[config.mk]
export PLATFORM = sky130hd
export DESIGN_NAME = i2c_reg_seq_cfg
export DESIGN_NICKNAME = d
export VERILOG_FILES = /design/src/rtl/i2c_reg_seq_cfg.sv
export SDC_FILE = /design/constraint.sdc
export NUM_CORES = 1
export LEC_CHECK = 0
export CAP_MARGIN = 20
export CORE_ASPECT_RATIO = 1.5
export CORE_MARGIN = 2
export CORE_UTILIZATION = 52
export CTS_BUF_LIST = sky130_fd_sc_hd__clkbuf_16
export DETAILED_ROUTE_END_ITERATION = 8
export PLACE_DENSITY = 0.8
export SLEW_MARGIN = 10
export SYNTH_ARGS = -nofsm -noshare
export SYNTH_HDL_FRONTEND = slang
export SYNTH_SLANG_ARGS = --single-unit
[constraint.sdc]
create_clock -name clk -period 2.82 [get_ports clk]
set_input_delay 0.282 -clock clk [delete_from_list [all_inputs] [get_ports clk]]
set_output_delay 0.282 -clock clk [all_outputs]
set_load 0.02 [all_outputs]
[src/rtl/i2c_reg_seq_cfg.sv]
// Power-up sequencer: pulses the chip reset, waits for start-up, then replays
// a register table over I2C with optional write-verify retries and delays.
module i2c_reg_seq_cfg #(
  parameter int ADDR_W    = 16,
  parameter int DATA_W    = 8,
  parameter int REG_NUM   = 64,
  parameter int RST_CYC   = 1000,
  parameter int START_CYC = 5000,
  parameter int MAX_RETRY = 3,
  localparam int IDX_W =
    (REG_NUM > 1) ? $clog2(REG_NUM) : 1,
  localparam int ENT_W = 2 + ADDR_W + DATA_W
) (
  input  logic                     clk,
  input  logic                     rst_n,
  input  logic                     restart,
  output logic [IDX_W-1:0]         tbl_idx,
  input  logic [ENT_W-1:0]         tbl_entry,
  output logic                     i2c_exec,
  output logic [ADDR_W+DATA_W-1:0] i2c_data,
  output logic                     i2c_rh_wl,
  input  logic                     i2c_done,
  input  logic [DATA_W-1:0]        i2c_data_r,
  output logic                     rstn_out,
  output logic                     busy,
  output logic                     init_done,
  output logic                     cfg_err,
  output logic [IDX_W-1:0]         err_idx
);

  localparam int DLY_MAX = ((1 << DATA_W) - 1) * 64;
  localparam int C1 =
    (RST_CYC > START_CYC) ? RST_CYC : START_CYC;
  localparam int C2 = (C1 > DLY_MAX) ? C1 : DLY_MAX;
  localparam int CNT_W = $clog2(C2 + 1);
  localparam int RTY_W =
    (MAX_RETRY > 0) ? $clog2(MAX_RETRY + 1) : 1;

  typedef enum logic [3:0] {
    CHIP_RST,
    PWR_WAIT,
    FETCH,
    ISSUE_WR,
    WAIT_WR,
    ISSUE_RD,
    WAIT_RD,
    DLY,
    NEXT,
    DONE,
    ERR
  } state_e;

  typedef enum logic [1:0] {
    OP_WR  = 2'b00,
    OP_WRV = 2'b01,
    OP_DLY = 2'b10,
    OP_END = 2'b11
  } op_e;

  state_e                     state_q, state_d;
  logic [CNT_W-1:0]           cnt_q, cnt_d;
  logic [IDX_W-1:0]           idx_q, idx_d;
  logic [RTY_W-1:0]           retry_q, retry_d;
  op_e                        op_q, op_d;
  logic [DATA_W-1:0]          dly_q, dly_d;
  logic [ADDR_W+DATA_W-1:0]   data_q, data_d;
  logic                       rh_wl_q, rh_wl_d;
  logic                       rstn_q, rstn_d;
  logic [IDX_W-1:0]           err_idx_q, err_idx_d;

  op_e                        ent_op;
  logic [ADDR_W-1:0]          ent_addr;
  logic [DATA_W-1:0]          ent_data;
  logic [DATA_W+5:0]          dly_cyc;
  logic [CNT_W-1:0]           dly_last;

  assign ent_op   = op_e'(tbl_entry[ENT_W-1 -: 2]);
  assign ent_addr = tbl_entry[DATA_W +: ADDR_W];
  assign ent_data = tbl_entry[DATA_W-1:0];

  // A zero delay still spends one cycle in DLY.
  assign dly_cyc  = {dly_q, 6'd0};
  assign dly_last = (dly_q == '0) ? '0 :
                    CNT_W'(dly_cyc - 1'b1);

  always_comb begin
    state_d   = state_q;
    cnt_d     = cnt_q;
    idx_d     = idx_q;
    retry_d   = retry_q;
    op_d      = op_q;
    dly_d     = dly_q;
    data_d    = data_q;
    rh_wl_d   = rh_wl_q;
    rstn_d    = rstn_q;
    err_idx_d = err_idx_q;

    unique case (state_q)
      CHIP_RST: begin
        rstn_d = 1'b0;
        if (cnt_q == CNT_W'(RST_CYC - 1)) begin
          cnt_d   = '0;
          rstn_d  = 1'b1;
          state_d = PWR_WAIT;
        end else begin
          cnt_d = cnt_q + 1'b1;
        end
      end
      PWR_WAIT: begin
        if (cnt_q == CNT_W'(START_CYC - 1)) begin
          cnt_d   = '0;
          idx_d   = '0;
          state_d = FETCH;
        end else begin
          cnt_d = cnt_q + 1'b1;
        end
      end
      FETCH: begin
        // First cycle lets the table output settle.
        if (cnt_q == '0) begin
          cnt_d = CNT_W'(1);
        end else begin
          cnt_d = '0;
          op_d  = ent_op;
          unique case (ent_op)
            OP_WR, OP_WRV: begin
              data_d  = {ent_addr, ent_data};
              rh_wl_d = 1'b0;
              state_d = ISSUE_WR;
            end
            OP_DLY: begin
              dly_d   = ent_data;
              state_d = DLY;
            end
            OP_END: state_d = DONE;
          endcase
        end
      end
      ISSUE_WR: state_d = WAIT_WR;
      WAIT_WR: begin
        if (i2c_done) begin
          if (op_q == OP_WRV) begin
            rh_wl_d = 1'b1;
            state_d = ISSUE_RD;
          end else begin
            state_d = NEXT;
          end
        end
      end
      ISSUE_RD: state_d = WAIT_RD;
      WAIT_RD: begin
        if (i2c_done) begin
          if (i2c_data_r == data_q[DATA_W-1:0]) begin
            state_d = NEXT;
          end else if (retry_q == RTY_W'(MAX_RETRY)) begin
            err_idx_d = idx_q;
            state_d   = ERR;
          end else begin
            retry_d = retry_q + 1'b1;
            rh_wl_d = 1'b0;
            state_d = ISSUE_WR;
          end
        end
      end
      DLY: begin
        if (cnt_q == dly_last) begin
          cnt_d   = '0;
          state_d = NEXT;
        end else begin
          cnt_d = cnt_q + 1'b1;
        end
      end
      NEXT: begin
        retry_d = '0;
        if (idx_q == IDX_W'(REG_NUM - 1)) begin
          state_d = DONE;
        end else begin
          idx_d   = idx_q + 1'b1;
          state_d = FETCH;
        end
      end
      DONE, ERR: state_d = state_q;
      default:   state_d = CHIP_RST;
    endcase

    if (restart) begin
      state_d   = CHIP_RST;
      cnt_d     = '0;
      idx_d     = '0;
      retry_d   = '0;
      err_idx_d = '0;
      rstn_d    = 1'b0;
      rh_wl_d   = 1'b0;
    end
  end

  always_ff @(posedge clk) begin
    if (!rst_n) begin
      state_q   <= CHIP_RST;
      cnt_q     <= '0;
      idx_q     <= '0;
      retry_q   <= '0;
      op_q      <= OP_WR;
      dly_q     <= '0;
      data_q    <= '0;
      rh_wl_q   <= 1'b0;
      rstn_q    <= 1'b0;
      err_idx_q <= '0;
    end else begin
      state_q   <= state_d;
      cnt_q     <= cnt_d;
      idx_q     <= idx_d;
      retry_q   <= retry_d;
      op_q      <= op_d;
      dly_q     <= dly_d;
      data_q    <= data_d;
      rh_wl_q   <= rh_wl_d;
      rstn_q    <= rstn_d;
      err_idx_q <= err_idx_d;
    end
  end

  assign tbl_idx   = idx_q;
  assign i2c_exec  = (state_q == ISSUE_WR) ||
                     (state_q == ISSUE_RD);
  assign i2c_data  = data_q;
  assign i2c_rh_wl = rh_wl_q;
  assign rstn_out  = rstn_q;
  assign busy      = (state_q != DONE) &&
                     (state_q != ERR);
  assign init_done = (state_q == DONE);
  assign cfg_err   = (state_q == ERR);
  assign err_idx   = err_idx_q;

endmodule

# After elaboration in Yosys (flattened, before gate mapping)

Index checks and enable logic that the tools add are counted.

Register bits: 68
Bits in latches: 0
Bits in writable memories: 0
ROM bits: 0
Input bits: 38
Output and inout bits: 42
Logic and storage cells: 106
Memories kept: 0

$add $sub $neg: 4
Multiply operators: 0
Div/mod/pow operators: 0
Magnitude comparators: 0
Equality and inequality tests: 33
Shift operators: 0
Muxes and demuxes: 34
Bitwise gates (word level): 4
Reductions and logical operators: 21

Operators with widths:

| operator                | count |
|---|---|
| $mux W14                | 4 |
| $pmux W14 S4            | 1 |
| $mux W4                 | 10 |
| $pmux W4 S10            | 1 |
| $ne A2 B2 Y1 const B    | 11 |
| $eq A4 B3 Y1 const B    | 4 |
| $add A14 B1 Y14 const B | 1 |
| $eq A14 B10 Y1 const B  | 1 |
| $eq A14 B13 Y1 const B  | 1 |
| $eq A14 B14 Y1          | 1 |
| $logic_not A14 Y1       | 1 |
| $sub A14 B1 Y14 const B | 1 |
| $eq A4 B4 Y1 const B    | 3 |
| $mux W6                 | 2 |
| $pmux W4 S3             | 1 |
| $pmux W6 S2             | 1 |
| $mux W1                 | 9 |
| $reduce_and A3 Y1       | 3 |
| $eq A4 B2 Y1 const B    | 2 |
| $eq A8 B8 Y1            | 1 |
| $logic_not A8 Y1        | 1 |
| $ne A4 B4 Y1 const B    | 2 |
| $reduce_and A4 Y1       | 2 |
| $reduce_and A8 Y1       | 1 |
| other kinds (20)        | 31 |

# Logic depth before layout (Yosys ltp)

Word-level depth: 5
Mapped depth: 11
Mapped depth without buffers: 9

# Worst setup path after synthesis

No wires, ideal clock.

Kind: register -> register
Start point: register dly_q[0]
End point: register cnt_q[7]
Library setup time: 0.130 ns
Arrival: 2.229 ns
Required time: 2.690 ns
Slack: 0.461 ns
Cell stages (with the launch flop): 11
Path buffers: 1
Period minus slack after synthesis: 2.359 ns
Path through: dfxtp_1 > buf_2 > inv_1 > ha_1 > or4b_2 > nand2b_1 > a31oi_1 > nor4_4 > o211ai_4 > a31oi_4 > o31ai_1

Longest elaborated chain between the ends: 5
Elaborated cells between the ends (all ways): 6
Classes of those cells: add/sub (1); eq/ne (1); mux (3); reduce/logical (1)

RTL lines:

| element                                                    | RTL line | text |
|---|---|---|
| start, declared                                            | 65       | `logic [DATA_W-1:0] dly_q, dly_d;` |
| start signal, assigned                                     | 215      | `dly_q <= dly_d;` |
| $sub A14 B1 Y14 / $logic_not A8 Y1 (equally long branches) | 84, 83   |  |
| $mux W14 *                                                 | 83       | `assign dly_last = (dly_q == '0) ? '0 :` |
| $eq A14 B14 Y1 *                                           | 166      | `if (cnt_q == dly_last) begin` |
| $mux W14 *                                                 | 166      |  |
| $pmux W14 S4 *                                             | 98       | `unique case (state_q)` |
| end signal, assigned                                       | 211      | `cnt_q <= cnt_d;` |
| end, declared                                              | 61       | `logic [CNT_W-1:0] cnt_q, cnt_d;` |

Mark *: on every way between the ends. The rest lies on a longest branch, timed or not.
A chain may end at the register's enable or synchronous reset.

# Worst setup path in the final report

Start point: register cnt_q[4]
End point: register cnt_q[0]

Longest elaborated chain between the ends: 3
Elaborated cells between the ends (all ways): 9
Classes of those cells: eq/ne (3); mux (5); reduce/logical (1)

RTL lines:

| element                                | RTL line |
|---|---|
| $eq A14 B14 Y1 (tied with other cells) | 166 |
| $mux W14 (tied with other cells)       | 166 |
| $pmux W14 S4 *                         | 98 |

Marked as above.

==> qor.txt <==
=================================================================================================
ANT cells                                                                                       0
Routability Congestion                                                                      0.961
Synthesized instance count                                                                    516
DR WL/cell                                                                                16.6 um
Area leader, netlist                                                                      dfxtp_1
H-tree depth reported by CTS                                                                    3
Aggregate global routing overflow                                                               0
Sort of element at the end of the critical path                                          register
Area contributors post-synth                                                         dfxtp_1 34%, nand2_1 8.1%, mux2i_1 4.7%
Layout overhead on the synthesized area                                                     31.1%
Data required, critical path                                                              3.04 ns
Slew headroom                                                                               44.2%
Critical setup path kind                                                               reg -> reg
Leading register cell type out of synthesis                                               dfxtp_1
Number of warnings printed during yosys synthesis                                               0
Result of the run                                                                    complete, no violations
I/O pin cnt                                                                                    80
Area fraction of the dominant cell type after synthesis                                     33.7%
Worst Path Arrival                                                                        2.86 ns
Power density over cell area                                                          416 mW/mm^2
Synth Net Count                                                                               560
Reg2reg path depth                                                                              8
Mux share of post-synthesis cell area                                                       4.70%
Non-filler instance count after layout                                                        700
Sequential cell area fraction in the yosys report                                           33.7%
CTS max path bufs                                                                               2
Critical R2R Capture                                                                 cnt_q[0]$_SDFFE_PP0P_
Initial DRC count                                                                             290
Final setup viols                                                                               0
Cell area after synthesis                                                            0.00404 mm^2
Count of input and output buffers                                                              79
First-pass GRT wire length                                                                18.9 mm
Number of distinct library cell variants in the gate-level netlist after synthesis             69
Compound-Gate Fraction of Synth Area                                                        21.9%
Area used by multi-input combinational logic                                         0.00253 mm^2
Startpoint of the most critical hold path                                            rstn_out$_SDFFE_PP0P_
Unrepaired setup endpoints after global routing                                             false
Number of instances on the worst hold path                                                      2
Placed instance count                                                                         679
Worst setup slack after placement                                                      -0.0408 ns
Clk pin slew, worst setup/hold paths                                                      0.06 ns
Post-synthesis share of cell area spent on xor and xnor gates                               4.12%
CTS sink cnt                                                                                   68
Number of global-route vias before repair                                                    4000
Capture endpoint of the worst hold path                                              rstn_out$_SDFFE_PP0P_
Number of iterations in the first detailed-routing pass                                         5
Register bit total from synthesis                                                              68
Final critical-path required period                                                       2.63 ns
Post-synthesis share of cell area spent on and, or, nand and nor gates                      28.7%
Slack of the worst reg-to-reg path                                                        0.19 ns
Maximum clock skew at final layout                                                     0.00708 ns
Adder-cell area share of the yosys netlist                                                  1.86%
Count of hold-fix buffers inserted at cts                                                       0
Endpoints failing hold                                                                          0
Layout cells sized above 1                                                                  9.53%
Number of max-capacitance violations reported                                                   0
Maximum VDD drop                                                                           400 uV
Vertical extent of the die                                                                 112 um
Per-cell via count in the routed design                                                      5.97
Number of enable flip-flop cells after synthesis                                                0
TNS Setup                                                                                    0 ns
Pin count of the biggest net entering global routing                                           32
Worst Slack Setup Final                                                                  0.186 ns
Setup crit start                                                                     cnt_q[4]$_SDFFE_PP0P_
Global-route total usage across every layer                                                 27.2%
Peak clock frequency supported by timing                                                  380 MHz
Startpoint kind of the worst setup timing path                                           register
Count of nets after finishing                                                                 637
Sequential cell area                                                                 0.00136 mm^2
Final core utilization                                                                      70.1%
Detailed-route via count                                                                     4181
Static leakage                                                                         0.00182 uW
Detailed-route DRC error count                                                                  0
Transition time at the pin with the least slew margin                                    0.834 ns
Clock tree root driver cell                                                             clkbuf_16
Number of buffers added by the clock tree synthesis step                                        9
Ys async rst share                                                                             0%
Die width                                                                                 76.0 um
Area of the core region                                                              0.00756 mm^2
Antenna violations before repair                                                                0
Final-layout fill cell count                                                                  604
Final antenna-violating net count                                                               0
Area enclosed by the die boundary                                                    0.00851 mm^2
# rows                                                                                         39
Tcrit/Tclk final                                                                            93.4%
Dominant combinational cell family by area after synthesis                           simple AND/OR/NAND/NOR gates
Start of the worst register-to-register path                                         cnt_q[4]$_SDFFE_PP0P_
Class of the tightest hold or removal check                                            reg -> reg
Average size of a mapped cell                                                           7.83 um^2
Wire length after detailed routing                                                        11.6 mm
Effective utilization at floorplan                                                          53.4%
Clock tree from TritonCTS                                                                    done
Clock insertion delay at the later pin of the skew report                                 0.34 ns
Final hold slack                                                                         0.448 ns
HPWL reported at the end of detailed placement                                            8.13 mm
Final slew viol count                                                                           0
Top fanout value on the critical path                                                           6
=================================================================================================
==> layer usage <==
| layer | share of wire (%) | vias to the layer above | global-route usage [%] | routed length [um] |
|---|---|---|---|---|
| li1 | - | 2004 | - | - |
| met4 | 3.0 | 0 | 13.0 | 354 |
| met5 | 0 | - | 0 | 0 |
| met3 | 7.7 | 43 | 7.78 | 896 |
| met2 | 51 | 181 | 47.2 | 5940 |
| met1 | 38 | 1953 | 30.7 | 4460 |
==> metrics by stage <==
step | power, uW | instance area [um^2]
6_report | 2210 | 5300
5_1_grt | 2280 | 5300
4_1_cts | 2210 | 5230
3_5_place_dp | 1110 | 4930
3_3_place_gp | 1110 | 4930
2_1_floorplan | 1040 | 4040
==> cell type report <==
class                           instances  area share [%]
Clock buffer                            9            4.25
Clock inverter                          7            1.27
Inverter                               12           0.850
Multi-Input combinational cell        403            47.8
Sequential cell                        68            25.7
Tap cell                              102            2.41
Timing Repair Buffer                   99            17.7
==> repair_timing <==
action | CTS | global route
gates cloned | 0 | 2
pin swaps | 0 | 3
gates resized for setup | 1 | 4
endpoints found under the setup margin | 6 | 11
buffers inserted | 0 | 3
==> registers in the layout (all words and copies together), names as in the netlist <==
register / count
i2c_data: 24
cnt_q: 14
dly_q: 8
err_idx: 6
tbl_idx: 6
state_q: 4
op_q: 2
retry_q: 2
i2c_rh_wl: 1
rstn_out: 1
==> worst max-delay path, cell delays in order (launching register included) <==
cell,delay [ns]
dfxtp_1,0.36
or4_1,0.59
nor3_1,0.29
o22ai_1,0.18
nor4_4,0.38
buf_4,0.18
o211ai_2,0.18
o211ai_1,0.25
a21oi_1,0.09
==> where the power goes <==
part           total [uW]  switching [uW]  internal [uW]  leakage [uW]
clock network        1110             427            679      0.000139
logic                 137            59.9           77.0       0.00113
registers             964            1.88            962      0.000548
==> cells in the mapped netlist, types with 4 or more instances <==
cell type / n
nand2_1: 87
o31ai_1: 9
xor2_1: 7
a21boi_0: 21
a21boi_1: 5
a31oi_1: 11
xnor2_1: 12
or4_1: 5
o21ai_0: 18
nand2b_1: 6
nor2b_1: 15
nor2_1: 43
nand4_1: 6
nand3_1: 20
clkbuf_1: 24
ha_1: 6
and3_1: 15
mux2i_1: 19
dfxtp_1: 68
a21oi_1: 17
or3_1: 4
buf_2: 8
or2_2: 5
inv_1: 11
nor3_1: 10
o21ai_1: 4
o211ai_1: 5
==> worst max-delay path by stage <==
| stage | to |
|---|---|
| floorplan | cnt_q[7]$_SDFFE_PP0P_ |
| global placement | cnt_q[9]$_SDFFE_PP0P_ |
| detailed placement | cnt_q[7]$_SDFFE_PP0P_ |
| CTS | cnt_q[7]$_SDFFE_PP0P_ |
| global route | cnt_q[7]$_SDFFE_PP0P_ |
| finish | cnt_q[0]$_SDFFE_PP0P_ |
==> cell families (layout without fill, tap and decap cells) <==
group                      count (synthesis)  after routing
AOI/OAI and AO/OA                        123            125
and+or+nand+nor                          234            234
xor gates and xnor gates                  19             19
buffers and inverters                     47            127
DFF                                       68             68
adders and majority gates                  6              6
muxes                                     19             19
==> cells in the final DEF, fill, tap and decap left out, types with 5 or more instances in the layout <==
master           Yosys  layout
or2_2                5       5
buf_4                0      20
or4_1                5       5
ha_1                 6       6
o21ai_0             18      18
a21boi_0            21      21
nand2b_1             6       6
dfxtp_1             68      67
and3_1              15      15
clkdlybuf4s50_1      0      79
nor2_1              43      43
nor3_1              10      10
clkbuf_16            0       9
nand2_1             87      87
inv_1               11      11
a21oi_1             17      17
a21boi_1             5       5
o211ai_1             5       5
nor2b_1             15      15
o31ai_1              9       8
a31oi_1             11      11
nand4_1              6       6
nand3_1             20      20
xnor2_1             12      12
mux2i_1             19      19
xor2_1               7       7
Power figures use the tool's default switching activity.
